--- config.mk ---
export PLATFORM = sky130hd
export DESIGN_NAME = btn_sel_ctrl
export DESIGN_NICKNAME = d
export VERILOG_FILES = /design/src/rtl/btn_pkg.sv /design/src/rtl/btn_chan.sv /design/src/rtl/btn_sel_ctrl.sv
export SDC_FILE = /design/constraint.sdc
export NUM_CORES = 1
export LEC_CHECK = 0
export ABC_AREA = 1
export CORE_ASPECT_RATIO = 0.75
export CORE_UTILIZATION = 42
export CTS_BUF_LIST = sky130_fd_sc_hd__clkbuf_4 sky130_fd_sc_hd__clkbuf_8
export DETAILED_ROUTE_END_ITERATION = 8
export HOLD_SLACK_MARGIN = 0.15
export SYNTH_ARGS = -nofsm -noshare
export SYNTH_HDL_FRONTEND = slang
export SYNTH_SLANG_ARGS = --single-unit
--- constraint.sdc ---
create_clock -name ILA_clk -period 1.8 [get_ports ILA_clk]
set_input_delay 0.36 -clock ILA_clk [delete_from_list [all_inputs] [get_ports ILA_clk]]
set_output_delay 0.36 -clock ILA_clk [all_outputs]
set_load 0.02 [all_outputs]
--- src/rtl/btn_pkg.sv ---
`default_nettype none
// +--------------------------------------------------------------------+
// | Module   : btn_pkg                                                 |
// | Purpose  : Shared defaults and width helper for the push-button     |
// |            conditioner and selection-counter bank.                 |
// | Contents : DEB_W_DEF, CNT_W_DEF default widths;                     |
// |            clog2() sizes the hold and repeat counters.             |
// | Revision : 1.0  initial release                                    |
// +--------------------------------------------------------------------+
package btn_pkg;

   localparam int DEB_W_DEF = 20;
   localparam int CNT_W_DEF = 2;

   // Number of bits needed to hold values 0 .. VALUE-1 (never less than 1).
   function automatic int clog2(input int unsigned value);
      int          w;
      int unsigned v;
      w = 0;
      v = 1;
      while (v < value) begin
         v = v << 1;
         w = w + 1;
      end
      if (w == 0) begin
         w = 1;
      end
      return w;
   endfunction

endpackage : btn_pkg
`default_nettype wire

--- src/rtl/btn_chan.sv ---
`default_nettype none
// +--------------------------------------------------------------------+
// | Module   : btn_chan                                                |
// | Purpose  : One button channel: 3-flop synchroniser, debounce,       |
// |            long-press detect, optional auto-repeat and a wrapping   |
// |            selection counter.                                      |
// | Ports    : ILA_clk, rstn (async, active-low)                        |
// |            btn_in    raw button pin                                 |
// |            cnt_max   wrap value for sel_cnt                         |
// |            clr       synchronous clear of sel_cnt                   |
// |            btn_level debounced level                                |
// |            btn_press 1-cycle press / auto-repeat pulse              |
// |            btn_long  1-cycle pulse when the press reaches HOLD_CYC  |
// |            sel_cnt   selection counter                              |
// |            sel_wrap  1-cycle pulse when sel_cnt wraps to 0          |
// | Revision : 1.0  initial release                                    |
// +--------------------------------------------------------------------+
module btn_chan
   import btn_pkg::*;
#(
   parameter int DEB_W    = DEB_W_DEF,
   parameter int CNT_W    = CNT_W_DEF,
   parameter int HOLD_CYC = 50000000,
   parameter int REP_CYC  = 10000000,
   parameter bit REP_ON   = 1'b0
) (
   input  logic             ILA_clk,
   input  logic             rstn,
   input  logic             btn_in,
   input  logic [CNT_W-1:0] cnt_max,
   input  logic             clr,
   output logic             btn_level,
   output logic             btn_press,
   output logic             btn_long,
   output logic [CNT_W-1:0] sel_cnt,
   output logic             sel_wrap
);

   localparam int HW = clog2(HOLD_CYC + 1);
   localparam int RW = clog2(REP_CYC);

   localparam logic [DEB_W-1:0] DEB_MAX  = '1;
   localparam logic [HW-1:0]    HOLD_MAX = HW'(HOLD_CYC);
   localparam logic [HW-1:0]    HOLD_PRE = HW'(HOLD_CYC - 1);
   localparam logic [RW-1:0]    REP_LAST = RW'(REP_CYC - 1);

   // sync_q[0] = s0, sync_q[1] = s1 (synchronised), sync_q[2] = s2 (previous s1)
   logic [2:0]       sync_q,    sync_d;
   logic [DEB_W-1:0] deb_q,     deb_d;
   logic             level_q,   level_d;
   logic             level_p_q, level_p_d;
   logic             press_q,   press_d;
   logic [HW-1:0]    hold_q,    hold_d;
   logic             long_q,    long_d;
   logic             rep_act_q, rep_act_d;
   logic [RW-1:0]    rep_q,     rep_d;
   logic [CNT_W-1:0] sel_q,     sel_d;
   logic             wrap_q,    wrap_d;

   logic             rep_fire;

   always_comb begin
      sync_d    = {sync_q[1:0], btn_in};
      deb_d     = deb_q;
      level_d   = level_q;
      level_p_d = level_q;
      hold_d    = '0;
      long_d    = 1'b0;
      rep_act_d = rep_act_q;
      rep_d     = rep_q;
      rep_fire  = 1'b0;
      press_d   = 1'b0;
      sel_d     = sel_q;
      wrap_d    = 1'b0;

      // Debounce window restarts on every change of the synchronised input.
      if (sync_q[1] != sync_q[2]) begin
         deb_d = '0;
      end else if (deb_q != DEB_MAX) begin
         deb_d = deb_q + 1'b1;
      end

      // The s1 == s2 term keeps a still-saturated counter from accepting the
      // very first sample of a new edge before the window has restarted.
      if ((deb_q == DEB_MAX) && (sync_q[1] == sync_q[2]) && (sync_q[1] != level_q)) begin
         level_d = sync_q[1];
      end

      if (level_q) begin
         hold_d = (hold_q == HOLD_MAX) ? hold_q : hold_q + 1'b1;
         long_d = (hold_q == HOLD_PRE);
      end

      rep_fire = REP_ON && level_q && rep_act_q && (rep_q == REP_LAST);

      if (!REP_ON || !level_q) begin
         rep_act_d = 1'b0;
         rep_d     = '0;
      end else if (long_d) begin
         rep_act_d = 1'b1;
         rep_d     = '0;
      end else if (rep_act_q) begin
         rep_d = rep_fire ? '0 : rep_q + 1'b1;
      end

      press_d = (level_q & ~level_p_q) | rep_fire;

      // >= rather than == so a cnt_max lowered under the count wraps next press.
      if (clr) begin
         sel_d = '0;
      end else if (press_q) begin
         if (sel_q >= cnt_max) begin
            sel_d  = '0;
            wrap_d = 1'b1;
         end else begin
            sel_d = sel_q + 1'b1;
         end
      end
   end

   always_ff @(posedge ILA_clk or negedge rstn) begin
      if (!rstn) begin
         sync_q    <= '0;
         deb_q     <= DEB_MAX;
         level_q   <= 1'b0;
         level_p_q <= 1'b0;
         press_q   <= 1'b0;
         hold_q    <= '0;
         long_q    <= 1'b0;
         rep_act_q <= 1'b0;
         rep_q     <= '0;
         sel_q     <= '0;
         wrap_q    <= 1'b0;
      end else begin
         sync_q    <= sync_d;
         deb_q     <= deb_d;
         level_q   <= level_d;
         level_p_q <= level_p_d;
         press_q   <= press_d;
         hold_q    <= hold_d;
         long_q    <= long_d;
         rep_act_q <= rep_act_d;
         rep_q     <= rep_d;
         sel_q     <= sel_d;
         wrap_q    <= wrap_d;
      end
   end

   assign btn_level = level_q;
   assign btn_press = press_q;
   assign btn_long  = long_q;
   assign sel_cnt   = sel_q;
   assign sel_wrap  = wrap_q;

endmodule : btn_chan
`default_nettype wire

--- src/rtl/btn_sel_ctrl.sv ---
`default_nettype none
// +--------------------------------------------------------------------+
// | Module   : btn_sel_ctrl                                            |
// | Purpose  : Bank of NUM_BTN independent push-button conditioners     |
// |            with per-channel wrapping selection counters.            |
// | Ports    : ILA_clk, rstn (async, active-low)                        |
// |            btn_in    [NUM_BTN]       raw button pins                |
// |            cnt_max   [NUM_BTN*CNT_W] wrap values, ch i at i*CNT_W   |
// |            clr                       clear of all sel counters     |
// |            btn_level [NUM_BTN]       debounced levels               |
// |            btn_press [NUM_BTN]       press / repeat pulses          |
// |            btn_long  [NUM_BTN]       long-press pulses              |
// |            sel_cnt   [NUM_BTN*CNT_W] selection counters             |
// |            sel_wrap  [NUM_BTN]       counter wrap pulses            |
// | Revision : 1.0  initial release                                    |
// +--------------------------------------------------------------------+
module btn_sel_ctrl
   import btn_pkg::*;
#(
   parameter int                 NUM_BTN  = 4,
   parameter int                 DEB_W    = DEB_W_DEF,
   parameter int                 CNT_W    = CNT_W_DEF,
   parameter int                 HOLD_CYC = 50000000,
   parameter int                 REP_CYC  = 10000000,
   parameter logic [NUM_BTN-1:0] REP_EN   = '0
) (
   input  logic                     ILA_clk,
   input  logic                     rstn,
   input  logic [NUM_BTN-1:0]       btn_in,
   input  logic [NUM_BTN*CNT_W-1:0] cnt_max,
   input  logic                     clr,
   output logic [NUM_BTN-1:0]       btn_level,
   output logic [NUM_BTN-1:0]       btn_press,
   output logic [NUM_BTN-1:0]       btn_long,
   output logic [NUM_BTN*CNT_W-1:0] sel_cnt,
   output logic [NUM_BTN-1:0]       sel_wrap
);

   for (genvar i = 0; i < NUM_BTN; i++) begin : g_chan
      btn_chan #(
         .DEB_W    (DEB_W),
         .CNT_W    (CNT_W),
         .HOLD_CYC (HOLD_CYC),
         .REP_CYC  (REP_CYC),
         .REP_ON   (REP_EN[i])
      ) u_chan (
         .ILA_clk   (ILA_clk),
         .rstn      (rstn),
         .btn_in    (btn_in[i]),
         .cnt_max   (cnt_max[i*CNT_W +: CNT_W]),
         .clr       (clr),
         .btn_level (btn_level[i]),
         .btn_press (btn_press[i]),
         .btn_long  (btn_long[i]),
         .sel_cnt   (sel_cnt[i*CNT_W +: CNT_W]),
         .sel_wrap  (sel_wrap[i])
      );
   end

endmodule : btn_sel_ctrl
`default_nettype wire
==> reports/metrics.cfg, run 1 <==
[floorplanning]
fp.dieW_microns = 206
die_area_sq_um = 32000
ios = 39
rows = 55
die_height_microns = 155
initial_utilization_pct = 43.1
core_area_sq_um = 30500

[final_layout]
multiInputGateArea_sq_um = 6590
diodes = 0
fillers = 3017
drive_gt1_share_pct = 14.9
area.sequential_sq_um = 5710
fin_nets = 1932
design_area_sq_um = 14900
area_growth_pct = 13.8

[clock_network]
h-tree-depth = 2
insertion_delay_ns = 0.54
root_buffer = clkbuf_8
cts_buffers = 39
clock-sinks = 224
tritoncts = done
ctsLongestPathBuffers = 3
path_clk_slew_ns = 0.06

[critical_path]
worstSetupStartpointType = flop
required_ns = 1.44
worst-path-buf-inv = 1
end_kind = output port
critical-path-slowest-cell = dfrtp_2
critPathTopFamily = flip-flops
worst-r2r-cell-count = 8
path_cells = dlygate4sd2_1
worstPathArrival_ns = 1.35
crit_type = flop to output port
cpPeakStageDelay_ns = 0.47
r2r_start = g_chan[3].u_chan.deb_q[0]
startpoint = g_chan[1].u_chan.btn_press
reg2reg_slack_ns = 0.10
r2r-end = g_chan[3].u_chan.deb_q[13]
cp_max_fo = 5

[hold_path]
hold_depth = 1
min-delay-start = btn_in[0]
hold_path.class = input port to flop
min_to = g_chan[0].u_chan.sync_q[0]

[logic_synthesis]
synth_top_cell_by_area = dfrtp_1
netlist_area_sq_um = 13100
ys_ff_latch = 224
synthArstFlopShare_pct = 100
synthMuxAreaShare_pct = 0
synthFlopType = dfrtp_1
synth_area_per_cell_sq_um = 7.21
synth_top_family_by_area = simple AND/OR/NAND/NOR gates
ys_seq_area_share_pct = 43.4
synth_warnings = 0
ys_types = 42
synth.top_cell.area_share_pct = 27.4
synth_area_leaders = dfrtp_1 27%, nand2_1 16%, dfstp_2 16%
yosys.area_share.simple_pct = 40.9
synth-xor-area-share_pct = 1.97
syn_inst = 1822
syn_nets = 1861
synth_compound_area_share_pct = 4.59
synth_fa_ha_area_share_pct = 2.29
synth_edf_count = 0

[timing]
final.setup.tns_ns = 0
period_share_pct = 95.1
slew_viol_final = 0
clock_skew_ns = 0.0186
min_period_ns = 1.71
slew_headroom_pct = 63.3
final_hold_viol_count = 0
setup_violations = 0
rsz0062_at_grt = no
fmaxAchievable_mhz = 584
tightest_slew_ns = 0.547

[global_route]
antenna_found_initial = 0
grt_max_degree = 49
overflow = 0
grtUsageTotal_pct = 19.1
grt_pass1_wl_microns = 50800
first_global_vias = 10600

[place]
placement.io_buffers = 38
dpl.hpwl_microns = 21500
routabilityCongestion = 0.842
dpl-instance-area_sq_um = 14000

[outcome]
status = finished with violations
violations = design-rule violations

[drt]
vias = 11300
via_per_inst = 4.89
dr.pass1.iters = 7
wl_microns = 29700
wire_per_inst_microns = 12.8
ant_nets = 0
route.detailed.drc = 12
drtIter0Drc = 726

[power]
power_density_nw_per_um2 = 713
p_leak_nw = 6.53
total_power_w = 0.0107
peakVddDrop_v = 0.000493

[run]
maxCapViolations = 0

-- Yosys cell counts, types with 2 or more instances --
cell type / count
a21oi_1: 54
and2_1: 11
buf_2: 7
buf_4: 16
buf_6: 4
clkbuf_1: 12
clkinv_1: 2
dfrtp_1: 144
dfstp_2: 80
ha_1: 24
inv_1: 160
inv_2: 9
nand2_1: 566
nand2_2: 6
nand2_4: 4
nand3_1: 171
nand3_2: 8
nand3_4: 4
nand3b_1: 8
nand4_1: 32
nor2_1: 327
nor2_2: 18
nor2_4: 14
nor3_1: 17
nor3_2: 2
nor3b_1: 2
o211ai_1: 2
o21ai_0: 32
o21ai_1: 9
o21bai_1: 12
or2_0: 2
or2_2: 29
xnor2_1: 13
xnor2_2: 3
xor2_1: 11
-- sequential cells by signal (all words and copies together), names as in the netlist --
register / flops
g_chan.u_chan.hold_q: 104
g_chan.u_chan.deb_q: 80
g_chan.u_chan.sync_q: 12
g_chan.u_chan.sel_cnt: 8
g_chan.u_chan.btn_level: 4
g_chan.u_chan.btn_long: 4
g_chan.u_chan.btn_press: 4
g_chan.u_chan.level_p_q: 4
g_chan.u_chan.sel_wrap: 4
-- area by class of cell --
cell class                      count  area share (%)
Timing Repair Buffer               69            4.54
Inverter                          171            4.30
Clock inverter                      3           0.100
Multi-Input combinational cell   1388            44.1
Sequential cell                   224            38.2
Tap cell                          399            3.34
Clock buffer                       65            5.40
-- metal layers --
| layer | global-route usage [%] | up-vias | wire length [microns] |
|---|---|---|---|
| met4 | 4.31 | 0 | 416 |
| met3 | 3.62 | 41 | 1480 |
| li1 | - | 5892 | - |
| met1 | 29.4 | 5207 | 15900 |
| met2 | 27.5 | 195 | 11900 |
| met5 | 0 | - | 0 |
-- cells by family (layout without fill, tap and decap cells) --
group | after synthesis | in the layout
compound gates | 112 | 112
xor+xnor | 27 | 27
buf+inv | 211 | 308
fa+ha+maj | 24 | 24
flops | 224 | 224
simple gates | 1224 | 1225
-- through the flow --
stage | hold slack (ns) | instances | setup slack, ns | util [%]
after floorplan | 0.0644 | 1822 | 0.186 | -
after global placement | 0.312 | 2245 | 0.0559 | 46.0
after detailed placement | 0.311 | 2245 | 0.0324 | 46.0
after CTS | 0.208 | 2314 | 0.0303 | 48.7
after global routing | 0.223 | 2319 | 0.00113 | 49.0
final | 0.249 | 2319 | 0.0890 | 49.0
-- what timing repair did --
item | in CTS | in global routing
cloned | 0 | 1
endpoints found under the setup margin | 24 | 43
hold buffers | 1 | 0
buffers inserted | 0 | 4
resized for setup | 25 | 10
endpoints found under the hold margin | 130 | 0
-- how the worst max path moves through the flow --
stage,to,slack (ns),cells past startpoint
6_report,btn_press[1],0.09,1
5_1_grt,g_chan[2].u_chan.deb_q[19],0.001,7
4_1_cts,g_chan[3].u_chan.deb_q[1],0.03,8
3_5_place_dp,g_chan[0].u_chan.sel_cnt[1],0.03,4
3_3_place_gp,g_chan[0].u_chan.sel_cnt[1],0.06,4
2_1_floorplan,g_chan[1].u_chan.btn_level,0.19,8
-- cell usage in the layout (no fill, tap or decap), types with 3 or more instances in the layout --
cell,count
clkbuf_8,51
nand2_1,566
clkinv_2,3
xnor2_1,12
nand2_4,4
buf_4,23
inv_1,160
dfrtp_1,142
nor2_4,16
and2_1,11
o21ai_0,32
nand3_1,171
nor3_1,17
nor2_1,323
xnor2_2,4
nand3_4,4
clkdlybuf4s50_1,13
o21ai_1,9
ha_1,23
xor2_1,11
buf_12,7
nor2_2,20
nand3_2,9
dfstp_2,80
or2_2,29
a21oi_1,54
inv_2,9
clkbuf_4,14
o21bai_1,12
nand2_2,6
dlygate4sd2_1,24
nand4_1,32
nand3b_1,8
-- report_power, final --
group	switching, W	internal (W)
Clock	0.00208	0.00281
Combinational	0.000331	0.000199
Sequential	0.0000854	0.00515
No activity file was read; power rests on OpenSTA's default activity.
==> inputs of run 2 (changes only) <==
- GPL_ROUTABILITY_DRIVEN: default -> 0
==> results of run 2 <==
The final DEF is identical to that of run 1; final timing and power are the same.
